`src/rtl/mmio_timer_bank_if.sv`:
```
// rtl/mmio_timer_bank_if.sv - MEM-stage peripheral bus bundle for the timer bank
//
// Purpose: groups the store/load signals shared by the CPU MEM stage
// (master) and a memory-mapped peripheral (slave).
// Signals:
//   addr     byte address from the EX/MEM ALU result
//   wr_en    store strobe; the slave qualifies it with its own hit
//   wr_data  store data
//   rd_data  combinational read data from the slave (0 when not hit)
//   hit      slave claims addr
interface mmio_timer_bank_if;
   logic [31:0] addr;
   logic        wr_en;
   logic [31:0] wr_data;
   logic [31:0] rd_data;
   logic        hit;

   modport master (output addr, output wr_en, output wr_data,
                   input  rd_data, input hit);
   modport slave  (input  addr, input wr_en, input wr_data,
                   output rd_data, output hit);
endinterface

```
`src/rtl/mmio_timer_bank.sv`:
```
// rtl/mmio_timer_bank.sv - bank of prescaled up-counting timers with reload and irq
//
// Purpose: NUM_TIMERS independent timers. Each channel counts TL up on
// prescaler ticks; on TL == all ones it reloads from TH and sets a sticky
// pending flag (write-1-to-clear). One-shot mode clears en on overflow.
// Channel i sits at BASE_ADDR + 16*i: +0 TH, +4 TL, +8 TCON, +C PRESCALE.
// TCON bits: [0] en, [1] irq_en, [2] pending, [3] oneshot.
// Ports:
//   clk      system clock, rising edge
//   reset    synchronous, active-high
//   bus      slave side of the MEM-stage bus (addr/wr_en/wr_data in,
//            rd_data/hit out, combinational)
//   irq      per-channel pending & irq_en
//   irq_any  OR of irq
module mmio_timer_bank #(
   parameter int          NUM_TIMERS = 2,
   parameter int          WIDTH      = 32,
   parameter int          PRESCALE_W = 8,
   parameter logic [31:0] BASE_ADDR  = 32'h4000_0000
) (
   input  logic                  clk,
   input  logic                  reset,
   mmio_timer_bank_if.slave      bus,
   output logic [NUM_TIMERS-1:0] irq,
   output logic                  irq_any
);

   localparam logic [31:0] WINDOW = 32'(16 * NUM_TIMERS);

   logic [WIDTH-1:0]      th_q   [NUM_TIMERS];
   logic [WIDTH-1:0]      th_d   [NUM_TIMERS];
   logic [WIDTH-1:0]      tl_q   [NUM_TIMERS];
   logic [WIDTH-1:0]      tl_d   [NUM_TIMERS];
   logic [PRESCALE_W-1:0] ps_q   [NUM_TIMERS];
   logic [PRESCALE_W-1:0] ps_d   [NUM_TIMERS];
   logic [PRESCALE_W-1:0] pcnt_q [NUM_TIMERS];
   logic [PRESCALE_W-1:0] pcnt_d [NUM_TIMERS];
   logic [NUM_TIMERS-1:0] en_q, en_d;
   logic [NUM_TIMERS-1:0] irq_en_q, irq_en_d;
   logic [NUM_TIMERS-1:0] pend_q, pend_d;
   logic [NUM_TIMERS-1:0] os_q, os_d;

   logic [31:0] off;
   logic [1:0]  reg_sel;

   // Offset from the base; addresses below the base are rejected explicitly
   // because the subtraction wraps.
   assign off     = bus.addr - BASE_ADDR;
   assign reg_sel = bus.addr[3:2];
   assign bus.hit = (bus.addr[1:0] == 2'b00) && (bus.addr >= BASE_ADDR) && (off < WINDOW);

   always_comb begin
      bus.rd_data = '0;
      for (int i = 0; i < NUM_TIMERS; i++) begin
         if (bus.hit && (off[6:4] == 3'(i))) begin
            case (reg_sel)
               2'd0: bus.rd_data = 32'(th_q[i]);
               2'd1: bus.rd_data = 32'(tl_q[i]);
               2'd2: bus.rd_data = {28'd0, os_q[i], pend_q[i], irq_en_q[i], en_q[i]};
               default: bus.rd_data = 32'(ps_q[i]);
            endcase
         end
      end
   end

   always_comb begin
      en_d     = en_q;
      irq_en_d = irq_en_q;
      pend_d   = pend_q;
      os_d     = os_q;
      for (int i = 0; i < NUM_TIMERS; i++) begin
         logic tick;
         logic ovf;
         logic wsel;
         th_d[i]   = th_q[i];
         tl_d[i]   = tl_q[i];
         ps_d[i]   = ps_q[i];
         pcnt_d[i] = '0;
         tick      = 1'b0;
         ovf       = 1'b0;
         wsel      = bus.wr_en && bus.hit && (off[6:4] == 3'(i));

         if (en_q[i]) begin
            if (pcnt_q[i] == ps_q[i]) begin
               tick = 1'b1;
            end else begin
               pcnt_d[i] = pcnt_q[i] + PRESCALE_W'(1);
            end
         end

         if (tick) begin
            if (tl_q[i] == '1) begin
               ovf       = 1'b1;
               tl_d[i]   = th_q[i];   // reload always uses the pre-edge TH
               pend_d[i] = 1'b1;
               if (os_q[i]) en_d[i] = 1'b0;
            end else begin
               tl_d[i] = tl_q[i] + WIDTH'(1);
            end
         end

         // CPU writes are applied last so they override the count logic,
         // except that an overflow-set of pending beats a W1C.
         if (wsel) begin
            case (reg_sel)
               2'd0: th_d[i] = bus.wr_data[WIDTH-1:0];
               2'd1: tl_d[i] = bus.wr_data[WIDTH-1:0];
               2'd2: begin
                  en_d[i]     = bus.wr_data[0];
                  irq_en_d[i] = bus.wr_data[1];
                  os_d[i]     = bus.wr_data[3];
                  pend_d[i]   = (pend_q[i] & ~bus.wr_data[2]) | ovf;
                  // Restart the prescaler on enable; hold it at 0 on disable.
                  if (!en_q[i] || !bus.wr_data[0]) pcnt_d[i] = '0;
               end
               default: ps_d[i] = bus.wr_data[PRESCALE_W-1:0];
            endcase
         end
      end
   end

   always_ff @(posedge clk) begin
      if (reset) begin
         en_q     <= '0;
         irq_en_q <= '0;
         pend_q   <= '0;
         os_q     <= '0;
         for (int i = 0; i < NUM_TIMERS; i++) begin
            th_q[i]   <= '0;
            tl_q[i]   <= '1;
            ps_q[i]   <= '0;
            pcnt_q[i] <= '0;
         end
      end else begin
         en_q     <= en_d;
         irq_en_q <= irq_en_d;
         pend_q   <= pend_d;
         os_q     <= os_d;
         for (int i = 0; i < NUM_TIMERS; i++) begin
            th_q[i]   <= th_d[i];
            tl_q[i]   <= tl_d[i];
            ps_q[i]   <= ps_d[i];
            pcnt_q[i] <= pcnt_d[i];
         end
      end
   end

   assign irq     = pend_q & irq_en_q;
   assign irq_any = |irq;

endmodule

```
`src/flat_wrapper.sv`:
```
// flat-port wrapper written by rule: the top's interface ports become plain ports
module mmio_timer_bank_flat 
#(
   parameter int          NUM_TIMERS = 2,
   parameter int          WIDTH      = 32,
   parameter int          PRESCALE_W = 8,
   parameter logic [31:0] BASE_ADDR  = 32'h4000_0000
)
  (clk, reset, irq, irq_any, bus_addr, bus_wr_en, bus_wr_data, bus_rd_data, bus_hit);
  mmio_timer_bank_if bus_i ();
  input  logic clk;
  input  logic reset;
  output logic [NUM_TIMERS-1:0] irq;
  output logic irq_any;
  input wire logic [$bits(bus_i.addr)-1:0] bus_addr;
  input wire logic [$bits(bus_i.wr_en)-1:0] bus_wr_en;
  input wire logic [$bits(bus_i.wr_data)-1:0] bus_wr_data;
  output wire logic [$bits(bus_i.rd_data)-1:0] bus_rd_data;
  output wire logic [$bits(bus_i.hit)-1:0] bus_hit;
  assign bus_i.addr = bus_addr;
  assign bus_i.wr_en = bus_wr_en;
  assign bus_i.wr_data = bus_wr_data;
  assign bus_rd_data = bus_i.rd_data;
  assign bus_hit = bus_i.hit;
  mmio_timer_bank #(.NUM_TIMERS(NUM_TIMERS), .WIDTH(WIDTH), .PRESCALE_W(PRESCALE_W), .BASE_ADDR(BASE_ADDR)) u_core (.clk(clk), .reset(reset), .bus(bus_i), .irq(irq), .irq_any(irq_any));
endmodule
```
`config.mk`:
```
export PLATFORM = sky130hd
export DESIGN_NAME = mmio_timer_bank_flat
export DESIGN_NICKNAME = d
export VERILOG_FILES = /design/src/rtl/mmio_timer_bank_if.sv /design/src/rtl/mmio_timer_bank.sv /design/src/flat_wrapper.sv
export SDC_FILE = /design/constraint.sdc
export NUM_CORES = 1
export LEC_CHECK = 0
export BUFFER_PORTS_ARGS = -buffer_cell sky130_fd_sc_hd__buf_2
export CAP_MARGIN = 25
export CORE_MARGIN = 10
export CORE_UTILIZATION = 64
export CTS_CLUSTER_SIZE = 8
export DETAILED_ROUTE_END_ITERATION = 10
export PLACE_DENSITY = 0.94
export SETUP_SLACK_MARGIN = 0.02
export SLEW_MARGIN = 10
export SYNTH_ARGS = -nofsm -noshare
export SYNTH_HDL_FRONTEND = slang
export SYNTH_SLANG_ARGS = --single-unit
```
`constraint.sdc`:
```
create_clock -name clk -period 5.7 [get_ports clk]
set_input_delay 0.57 -clock clk [delete_from_list [all_inputs] [get_ports clk]]
set_output_delay 0.57 -clock clk [all_outputs]
set_load 0.05 [all_outputs]
```
# --- Yosys cells after proc, flatten, opt, wreduce, memory -nomap -nowiden ---
# Memories as Yosys holds them, arrays and structs flattened.
# Index checks and enable logic that the tools add are counted.
word_totals:
  regBits: 8
  latch_bits: 0
  ram_bits: 160
  romBits: 0
  output_inout_bits: 36
  n_memories: 4
classes:
  n_addsub: 5
  mul: 0
  div: 0
  order_cmp: 2
  n_eq_ne: 7
  shifts: 0
  n_mux: 67
  bitwise: 14
  n_reduce_logical: 19
memory_table:
  columns: ["memory", "words", "word_bits", "rd", "rd_ports_with_merged_regs", "wr", "line", "rtl"]
  rows:
  - ["u_core.th_q", 2, 32, 2, 0, 2, "mmio_timer_bank.sv:30", "logic [WIDTH-1:0] th_q [NUM_TIMERS];"]
  - ["u_core.tl_q", 2, 32, 2, 0, 2, "mmio_timer_bank.sv:32", "logic [WIDTH-1:0] tl_q [NUM_TIMERS];"]
  - ["u_core.pcnt_q", 2, 8, 2, 0, 2, "mmio_timer_bank.sv:36", "logic [PRESCALE_W-1:0] pcnt_q [NUM_TIMERS];"]
  - ["u_core.ps_q", 2, 8, 2, 0, 2, "mmio_timer_bank.sv:34", "logic [PRESCALE_W-1:0] ps_q [NUM_TIMERS];"]
op_table:
  columns: ["op", "count"]
  rows:
  - ["$mux 32", 18]
  - ["$pmux 32 s3", 2]
  - ["$mux 8", 18]
  - ["$add 32x1->32 const B", 2]
  - ["$eq 32x32->1 const B", 2]
  - ["$ge 32x31->1 const B", 1]
  - ["$lt 32x6->1 const B", 1]
  - ["$sub 32x31->32 const B", 1]
  - ["$mux 1", 29]
  - ["$add 8x1->8 const B", 2]
  - ["$eq 8x8->1", 2]
  - ["$or 1x1->1", 10]
  - ["$logic_and 1x1->1", 7]
  - ["$logic_not 2->1", 2]
  - ["$reduce_and 2->1", 2]
  - ["$eq 3x1->1 const B", 1]
  - ["$logic_not 1->1", 3]
  - ["$logic_not 3->1", 1]
  - ["$reduce_or 3->1", 1]
  - ["$and 1x1->1", 2]
  - ["$and 2x2->2", 1]
  - ["$eq 2x1->1 const B", 1]
  - ["$eq 2x2->1 const B", 1]
  - ["$logic_or 1x1->1", 2]
  - ["2 further kinds", 2]

# --- Depth between registers and ports, before layout ---
depth:
  ltp_word: 7
  mapped_depth: 9
  mapped_depth_nobuf: 7

# --- Worst setup path after synthesis ---
# Ideal clock, no wire load.
synth_path:
  kind: "input port to output port"
  startpoint: "input bus_addr[14]"
  endpoint: "output bus_rd_data[19]"
  arrival_ns: 3.225
  required_ns: 5.130
  setup_slack_ns: 1.905
  stages: 9
  path_cell_list: "nor4_1 nand4_1 or2_1 buf_6 buf_2 inv_1 nand2_1 buf_1 o22ai_1"
synth_via:
  elab_chain_cells: 6
  elab_cells_between_ends: 9
  classes_between: "add/sub: 1; order compare: 2; mux: 2; reduce/logical: 4"
synth_lines:
  columns: ["item", "line", "rtl"]
  rows:
  - ["from (decl)", "flat_wrapper.sv:15", "input wire logic [$bits(bus_i.addr)-1:0] bus_addr;"]
  - ["$sub 32x31->32 / $ge 32x31->1 (equally long branches)", "mmio_timer_bank.sv:48, mmio_timer_bank.sv:50", null]
  - ["$lt 32x6->1 / $logic_and 1x1->1 (equally long branches)", "mmio_timer_bank.sv:50", "assign bus.hit = (bus.addr[1:0] == 2'b00) && (bus.addr >= BASE_ADDR) && (off < WINDOW);"]
  - ["$logic_and 1x1->1 (*)", "mmio_timer_bank.sv:50", null]
  - ["named net bus_hit", "flat_wrapper.sv:19", "output wire logic [$bits(bus_i.hit)-1:0] bus_hit;"]
  - ["$logic_and 1x1->1", "mmio_timer_bank.sv:55", "if (bus.hit && (off[6:4] == 3'(i))) begin"]
  - ["$mux 32", "mmio_timer_bank.sv:55", null]
  - ["$mux 32 (*)", "mmio_timer_bank.sv:55", null]
  - ["to (decl)", "flat_wrapper.sv:18", "output wire logic [$bits(bus_i.rd_data)-1:0] bus_rd_data;"]
# Mark *: on every way through the listed nets, which the timed path passes. The rest lies on a longest branch.

# --- Worst setup path in the final report ---
layout_path:
  startpoint: "input bus_addr[26]"
  endpoint: "output bus_rd_data[8]"
layout_via:
  elab_chain_cells: 6
  elab_cells_between_ends: 9
  classes_between: "add/sub: 1; order compare: 2; mux: 2; reduce/logical: 4"
layout_lines:
  columns: ["item", "line"]
  rows:
  - ["$sub 32x31->32 / $ge 32x31->1 (equally long branches)", "mmio_timer_bank.sv:48, mmio_timer_bank.sv:50"]
  - ["$lt 32x6->1 / $logic_and 1x1->1 (equally long branches)", "mmio_timer_bank.sv:50"]
  - ["$logic_and 1x1->1 (*)", "mmio_timer_bank.sv:50"]
  - ["$logic_and 1x1->1", "mmio_timer_bank.sv:55"]
  - ["$mux 32", "mmio_timer_bank.sv:55"]
  - ["$mux 32 (*)", "mmio_timer_bank.sv:55"]
# Every way passes the cells marked *; elsewhere a longest branch is shown, timed or not.

==> results.md <==
- Vias per Instance: 7.207
- DR vias: 10050
- Synth Area in Simple Gates: 24.47%
- R2R Path Start: u_core.tl_q[0][32]
- Tmin final: 4185 ps
- Clk_skew: 12.31 ps
- Post-CTS Hold Buffers: 0
- First-pass GRT wire length: 50.29 mm
- Final setup vio count: 0
- Cells after Synth: 1156
- Worst vdd ir: 0.2498 mV
- Critical path capture point type: output port
- Synth Area in Compound Gates: 15.55%
- Port bufs: 102
- CTS max path bufs: 2
- Largest family of logic cells by synthesized area: simple AND/OR/NAND/NOR gates
- Tot GR Track Use: 30.92%
- # rows: 44
- Ys flop type: dfxtp_1
- Top cell by count, worst path: buf_2
- # IOs: 103
- Proportion of synthesized area in mux cells: 14.73%
- Gr ovfl total: 0
- Drt first pass iters: 8
- Drt total wl: 32.45 mm
- Final net count: 1268
- Max_cap viols: 0
- Crit start category: input pin
- Synth cell types: 59
- Worst path max stage delay: 650 ps
- Critical path arrival: 3620 ps
- Number of synthesized flops with an enable pin: 0
- Design Area, Final: 10770 sq um
- Die width: 142.9 um
- TritonCTS Buffers: 17
- DRC viols: 0
- Slowest library cell on the worst path: or2_1
- Leakage: 4.330 nW
- # fillers: 1008
- Average wire per standard cell: 23.28 um
- Largest net degree at the start of global routing: 84
- Hold Crit Start: bus_wr_data[9]
- Area Growth Syn to Fin: 11.48%
- Crit path required time: 5130 ps
- Syn Area/Cell: 8.360 sq um
- Slew margin rel.: 26.97%
- Layout cells sized above 1: 15.62%
- Hold Path Class: input pin to flip-flop
- GPL Wtd Cong: 0.9604
- CP max FO: 23
- Max Fclk: 238.9 MHz
- CTS tree: built
- Setup Fix Bufs, Post-CTS: 0
- Post-layout util: 73.57%
- Cell area after synthesis: 9664 sq um
- FF-to-FF setup slack: 2700 ps
- Starting Density: 65.99%
- DRT antenna net count: 0
- Crit Path Class: input pin to output port
- Yosys reg bits: 168
- Setup crit start: bus_addr[26]
- Post-Syn Nets: 1227
- Post-detail-place hpwl: 21.61 mm
- Final period util: 73.43%
- Worst path cell trace: buf_2, nor4_1, nand4_1, or2_1, inv_1, nand2_1, o22ai_1, buf_2
- Placed insts: 1361
- Status: finished clean
- Root Driver: clkbuf_16
- Setup TNS: 0 ps
- Xor/xnor share of the synthesized area: 5.256%
- CTS Sinks: 168
- PD cells: 248.3 nW/um^2
- Fin. Hold Viols: 0
- Post-Synth Adder-Cell Area: 0.5179%
- Clk pin slew, worst setup/hold paths: 60 ps
- Post-DP Area: 10120 sq um
- Total power: 0.002676 W
- Number of DRC markers in iteration 0: 1799
- Die Y: 142.9 um
- Core area: 14640 sq um
- Seq/Total Area, Yosys: 34.80%
- Vias in the first global route: 9374
- YS warnings: 0
- Cts repair resizes: 0
- Clk Latency, worst-skew pair: 450 ps
- Number of diodes: 0
- Max-slew violations: 0
- H-tree Lvls: 4
- Initial antenna violation count: 0
- Non-Filler Instances: 1394
- Worst slew pin tran: 1085 ps
- DIE AREA: 20420 sq um
- Ys async rst share: 0%
- RSZ-0062 raised after global routing: false
-- state kept, by name, indices dropped and copies added, names as in the netlist --
name	cells
u_core.pend_q	2
u_core.irq_en_q	2
u_core.tl_q	64
u_core.ps_q	16
u_core.os_q	2
u_core.pcnt_q	16
u_core.th_q	64
u_core.en_q	2
-- cell families after synthesis --
kind of cell / Yosys count
buffers and inverters: 105
AO/OA/AOI/OAI: 242
adder cells (fa/ha/maj): 4
flip-flops: 168
AND/OR/NAND/NOR: 449
multiplexers: 130
XOR/XNOR: 58
-- critical path: cells and delay by family --
family          cells  cell delay (ps)
compound gates      1              480
buf+inv             3              690
simple gates        4             1870
-- where the power goes --
group / leakage, nW / total [W] / switching [W] / internal, W
Combinational: 2.66 / 0.000213 / 0.000144 / 0.0000689
Sequential: 1.36 / 0.00118 / 0.00000367 / 0.00118
Clock: 0.313 / 0.00128 / 0.000503 / 0.000781
-- cell usage in the layout, fill, tap and decap left out, types with 23 or more instances in the layout --
master,instances
a21oi_1,93
nand4_1,38
a31oi_1,24
dfxtp_1,168
nor2_1,114
o21ai_0,37
and3_1,23
nor3_1,28
nand2_1,102
nand3_1,45
xnor2_1,28
xor2_1,30
mux2i_1,113
buf_2,100
o22ai_1,24
-- stage by stage --
step	hold WS, ps	setup slack [ps]
after global routing	422.6	1380
final	418.8	1515
after global placement	458.6	1784
after detailed placement	462.8	1657
after CTS	410.0	1624
after floorplan	445.5	1905
-- cells in the mapped netlist, drive strengths merged, types with 24 or more instances --
cell	number	area, sq um
a21oi	93	465.5
dfxtp	168	3363
nand3	45	225.2
xor2	30	262.8
a31oi	24	150.1
nand4	40	262.8
o22ai	24	150.1
nor2	115	434.2
buf	31	170.2
nand2	102	382.9
mux2i	113	1131
nor3	37	240.2
o21ai	37	185.2
xnor2	28	245.2
clkbuf	60	229.0
-- cell type report --
type / instances / area (sq um) / share of cell area (%)
clock buffer: 22 / 484.2 / 4.494
clock inverter: 10 / 166.4 / 1.545
inverter: 14 / 52.55 / 0.4877
multi-input combinational: 883 / 5864 / 54.43
sequential: 168 / 3363 / 31.22
tap: 184 / 230.2 / 2.137
timing repair buffer: 113 / 613.1 / 5.690
-- final timing paths --
kind / endpoint / cells past startpoint
setup / recovery: bus_rd_data[8] / 8
hold / removal: u_core.th_q[0][41] / 3
setup reg to reg: u_core.tl_q[0][51] / 7
hold reg to reg: u_core.th_q[0][15] / 2
-- layer usage --
metal  wire [um]  track usage, %  vias to the layer above
li1            -               -                     4333
met1       11690           37.86                     4642
met2       14440           47.98                      875
met3        4283           7.927                      197
met4        2036           18.84                        0
met5           0               0                        -
Power figures use the tool's default switching activity.
